[src/rtl/avr_io_irq.sv]
// avr_io_irq: four-line interrupt controller behind a 4-register I/O window.
// Each line latches into a pending bit in either level mode or rising-edge
// mode. The enabled pending lines are priority-encoded (line 0 has the
// highest priority) into the registered iflag/ivect outputs sent to the core.
module avr_io_irq (
    input  logic       clk,
    input  logic       rst,
    input  logic       io_re,
    input  logic       io_we,
    input  logic [1:0] io_a,
    input  logic [7:0] io_wdata,
    output logic [7:0] io_rdata,
    input  logic [3:0] irq_in,
    input  logic       irq_ack,
    output logic       iflag,
    output logic [1:0] ivect
);

    localparam logic [1:0] A_IMSK  = 2'd0;
    localparam logic [1:0] A_IPND  = 2'd1;
    localparam logic [1:0] A_IEDG  = 2'd2;
    localparam logic [1:0] A_ISTAT = 2'd3;

    logic       gie;
    logic [3:0] line_en;
    logic [3:0] iedg;
    logic [3:0] pend;
    logic [3:0] irq_prev;

    logic       wr_msk, wr_pnd, wr_edg;
    logic [3:0] edge_hit, w1c, ack_clr, mode_chg, pend_nxt, active;
    logic       iflag_nxt;
    logic [1:0] ivect_nxt;

    // Pending-bit next state, plus the priority encoder for the core request
    always_comb begin
        wr_msk   = io_we && (io_a == A_IMSK);
        wr_pnd   = io_we && (io_a == A_IPND);
        wr_edg   = io_we && (io_a == A_IEDG);
        edge_hit = irq_in & ~irq_prev;
        w1c      = wr_pnd ? io_wdata[3:0] : 4'b0000;
        // An ack only counts while a request is actually being presented
        ack_clr  = (irq_ack && iflag) ? (4'b0001 << ivect) : 4'b0000;
        mode_chg = wr_edg ? (io_wdata[3:0] ^ iedg) : 4'b0000;
        pend_nxt = 4'b0000;
        for (int i = 0; i < 4; i++) begin
            if (mode_chg[i])
                pend_nxt[i] = 1'b0;
            else if (iedg[i])
                // A new edge beats a concurrent W1C or ack on the same bit
                pend_nxt[i] = edge_hit[i] | (pend[i] & ~(w1c[i] | ack_clr[i]));
            else
                pend_nxt[i] = irq_in[i];
        end
        active    = pend & line_en & {4{gie}};
        iflag_nxt = |active;
        ivect_nxt = 2'd0;
        for (int i = 3; i >= 0; i--) begin
            if (active[i]) ivect_nxt = 2'(i);
        end
    end

    // Register file, edge history, pending bits and the outputs to the core
    always_ff @(posedge clk) begin
        if (rst) begin
            gie      <= 1'b0;
            line_en  <= 4'b0000;
            iedg     <= 4'b0000;
            pend     <= 4'b0000;
            irq_prev <= 4'b0000;
            iflag    <= 1'b0;
            ivect    <= 2'd0;
        end else begin
            if (wr_msk) begin
                gie     <= io_wdata[7];
                line_en <= io_wdata[3:0];
            end
            if (wr_edg) iedg <= io_wdata[3:0];
            pend     <= pend_nxt;
            irq_prev <= irq_in;
            iflag    <= iflag_nxt;
            ivect    <= ivect_nxt;
        end
    end

    // Read mux; returns zero when not selected so the top can OR the buses together
    always_comb begin
        io_rdata = 8'h00;
        if (io_re) begin
            case (io_a)
                A_IMSK:  io_rdata = {gie, 3'b000, line_en};
                A_IPND:  io_rdata = {4'b0000, pend};
                A_IEDG:  io_rdata = {4'b0000, iedg};
                A_ISTAT: io_rdata = {iflag, 5'b00000, ivect};
                default: io_rdata = 8'h00;
            endcase
        end
    end

endmodule
[config.mk]
export PLATFORM = sky130hd
export DESIGN_NAME = avr_io_irq
export DESIGN_NICKNAME = d
export VERILOG_FILES = /design/src/rtl/avr_io_irq.sv
export SDC_FILE = /design/constraint.sdc
export NUM_CORES = 1
export LEC_CHECK = 0
export ABC_AREA = 1
export CAP_MARGIN = 20
export CELL_PAD_IN_SITES_DETAIL_PLACEMENT = 1
export CELL_PAD_IN_SITES_GLOBAL_PLACEMENT = 2
export CORE_UTILIZATION = 24
export DETAILED_ROUTE_END_ITERATION = 10
export PLACE_DENSITY_LB_ADDON = 0.1
export SLEW_MARGIN = 20
export SYNTH_ARGS = -nofsm -noshare
export SYNTH_HDL_FRONTEND = slang
export SYNTH_SLANG_ARGS = --single-unit
[constraint.sdc]
create_clock -name clk -period 1 [get_ports clk]
set_clock_uncertainty 0.1 [all_clocks]
set_input_delay 0.2 -clock clk [delete_from_list [all_inputs] [get_ports clk]]
set_output_delay 0.2 -clock clk [all_outputs]
set_load 0.03 [all_outputs]
==> summary.md <==
| Metric | Value |
|---|---|
| Result of the run | complete, but fails checks |
| Violations in the final reports | design-rule violations, negative setup slack |
| Total Die Area | 0.005008 sq mm |
| Number of fill cells | 546 |
| Biggest area consumer among synthesized cells | sky130_fd_sc_hd__dfxtp_1 |
| PwrDens | 961.8 mW/mm^2 |
| Wire length after detailed routing | 4130 microns |
| Number of sinks driven by the clock tree | 20 |
| Total GRT Usage | 0.1704 |
| Total power draw | 0.001987 W |
| Number of DRC violations after detailed routing | 5 |
| TritonCTS buffer count | 3 |
| Worst min-delay path class | in -> reg |
| Cells on Worst Hold Path | 3 |
| Post-synth top cells | sky130_fd_sc_hd__nand2_1 (44), sky130_fd_sc_hd__nor2_1 (35), sky130_fd_sc_hd__inv_1 (27), sky130_fd_sc_hd__dfxtp_1 (20) |
| Leakage power | approximately 1 nW |
| Hold violation total from the final report | 0 |
| Number of maximum-capacitance constraint violations | 0 |
| Peak supply drop | approximately 550 uV |
| Wire length per cell | 14.05 microns |
| Number of distinct library cells after synthesis | 21 |
| Maximum clock frequency | 0.7290 GHz |
| Chip Width | 70.77 microns |
| Count of cells along the worst register-to-register path | 6 |
| Post-synthesis instance area | 0.001135 sq mm |
| Unrepaired setup endpoints after global routing | true |
| Core area | between 0.004 and 0.005 sq mm |
| Initial Util | 0.2553 |
| Remaining number of nets flagged by the antenna check after routing | 0 |
| Root buffer selected by CTS | sky130_fd_sc_hd__clkbuf_8 |
| # IOs | 30 |
| Clock-pin transition on the worst setup and hold timing paths | 80 ps |
| Sum of overflow across all layers after global routing | 0 |
| Vias in the first global route | 1,388 |
| Async set or reset register ratio after synthesis | 0 |
| Fraction of layout cells with a size suffix above 1 | 0.5413 |
| Number of rows created at floorplan | 24 |
| Number of detailed-routing iterations run before antenna repair | 7 |
| Routed via count divided by cell count | ~4.5 |
| Overall die height | 70.77 microns |
| Most common cell in the synthesized netlist | sky130_fd_sc_hd__nand2_1 |
| Kind of critical path | reg -> out |
| CP Data Arrival Time | 1070 ps |
| Count of buffers inserted at the top-level ports | 23 |
| Count of mapped cells out of synthesis | between 150 and 200 |
| Buffer depth of the longest clock path | 2 |
| Post-DP HPWL | 3076 microns |
| Latest clock arrival within the worst-skew pair | about 260 ps |
| Final core utilization | 0.4648 |
| Final nets | 262 |
| Pin count of the biggest net entering global routing | 15 |
| Worst path setup slack after routing | -371.8 ps |
| Pins over their slew limit | 0 |
| Sequential cell area fraction in the yosys report | 0.3528 |
| DRC marker count from the first detailed-route iteration | 48 |
| Number of H-tree levels | 1 |
| Most used DFF post-synth | sky130_fd_sc_hd__dfxtp_1 |
| Share of the synthesized area in the top cell type | 0.3528 |
| Crit Path Max Fanout | 2 |
| Final worst-path cycle share | 1.372 |
| Synthesis Warnings | 0 |
| Number of antenna violations at the first check in global routing | 0 |
| First-pass GRT wire length | 6610 microns |
| Time the worst path needs with I/O delays and setup | 1372 ps |
| Antenna diodes | 0 |
| Average cell area after synthesis | 6.305 sq um |
| Register bit total from synthesis | 20 |
| Endpoint type of the worst setup path | output port |
| Number of flops mapped to enable cells by yosys | 0 |
| Dominant cells by area after synthesis | sky130_fd_sc_hd__dfxtp_1 (35%), sky130_fd_sc_hd__nand2_1 (15%), sky130_fd_sc_hd__nor2_1 (12%), sky130_fd_sc_hd__inv_1 (8.9%), sky130_fd_sc_hd__a21oi_1 (4.9%) |
| # setup viols final | 13 |
| Relative area change from synthesis to final layout | 82.03% |
| Via count | 1,318 |
| Routability cong. | 0.7688 |
| Worst setup SP type | register |
| CTS tree | built |
| Req. time, crit path | 700 ps |
| Cts-stage hold buffer count | 0 |
==> per-stage QoR <==
stage / cells / setup TNS [ps] / instance area [sq um] / hold slack, ps / setup slack, ps
3_5_place_dp: 281 / -13390 / 1638 / 388.6 / -868.5
6_report: 294 / -2380 / 2066 / 198.7 / -371.8
5_1_grt: 294 / -3032 / 2066 / 220.3 / -448.6
2_1_floorplan: 182 / -641.8 / 1186 / 165.0 / -162.4
3_3_place_gp: 281 / -12800 / 1638 / 380.2 / -805.9
4_1_cts: 292 / -2451 / 1954 / 383.2 / -391.3
==> state kept, by name (all words and copies together) (netlist names) <==
signal    count
iedg          4
gie           1
pend          4
irq_prev      4
iflag         1
line_en       4
ivect         2
==> kinds of logic (layout without fill, tap and decap cells) <==
group,Yosys count,count (layout),share of synthesized area
flip-flops,20,20,0.3528
AND/OR/NAND/NOR,98,98,0.3804
other,1,3,0.003304
buffers and inverters,36,96,0.1466
AO/OA/AOI/OAI,25,25,0.1169
==> worst max-delay path, cell delays in order, from the launching register on <==
cell	delay [ps]
sky130_fd_sc_hd__dfxtp_2	350
sky130_fd_sc_hd__inv_2	60
sky130_fd_sc_hd__a21oi_4	130
sky130_fd_sc_hd__nor3_2	50
sky130_fd_sc_hd__nor2_2	90
sky130_fd_sc_hd__buf_6	130
==> layout by cell type, fill, tap and decap left out, types with 6 or more instances in the layout <==
master / instances
sky130_fd_sc_hd__nand2_1: 29
sky130_fd_sc_hd__buf_4: 26
sky130_fd_sc_hd__nor2_1: 24
sky130_fd_sc_hd__buf_6: 18
sky130_fd_sc_hd__inv_1: 14
sky130_fd_sc_hd__inv_2: 13
sky130_fd_sc_hd__nand2_2: 13
sky130_fd_sc_hd__dfxtp_2: 11
sky130_fd_sc_hd__nor2_2: 7
sky130_fd_sc_hd__dfxtp_1: 7
sky130_fd_sc_hd__clkdlybuf4s50_1: 6
==> per-layer routing <==
layer,vias up,routed length (microns),track usage
met5,-,0,0
met1,607,1883,0.2120
met4,0,36,0.04444
li1,684,-,-
met2,23,2097,0.3088
met3,4,111,0.02279
==> repair_timing <==
action | CTS | global route
gates resized for setup | 87 | 32
setup buffers | 9 | 5
pin swaps | 27 | 17
endpoints found under the setup margin | 24 | 20
hold endpoints to repair | 0 | 0
cloned | 0 | 1
==> final timing paths <==
check	start	end	slack (ps)
worst max-delay path	iedg[1]$_SDFFE_PP0P_	io_rdata[1]	-370
worst min-delay path	rst	irq_prev[3]$_SDFF_PP0_	200
worst max register to register	ivect[0]$_SDFF_PP0_	pend[0]$_SDFF_PP0_	-70
worst min register to register	irq_prev[1]$_SDFF_PP0_	pend[1]$_SDFF_PP0_	400
==> power by group <==
part           internal [W]  switching, W
clock network      0.000350      0.000271
registers          0.000834     0.0000259
logic              0.000237      0.000269
==> final cells by class <==
type	count	area (sq um)	area share
tap	52	65.06	0.03150
clock buffer	4	55.05	0.02665
sequential	20	421.7	0.2041
multi-input combinational	126	804.5	0.3895
inverter	30	122.6	0.05936
timing repair buffer	62	596.8	0.2889
Power figures use the tool's default switching activity.
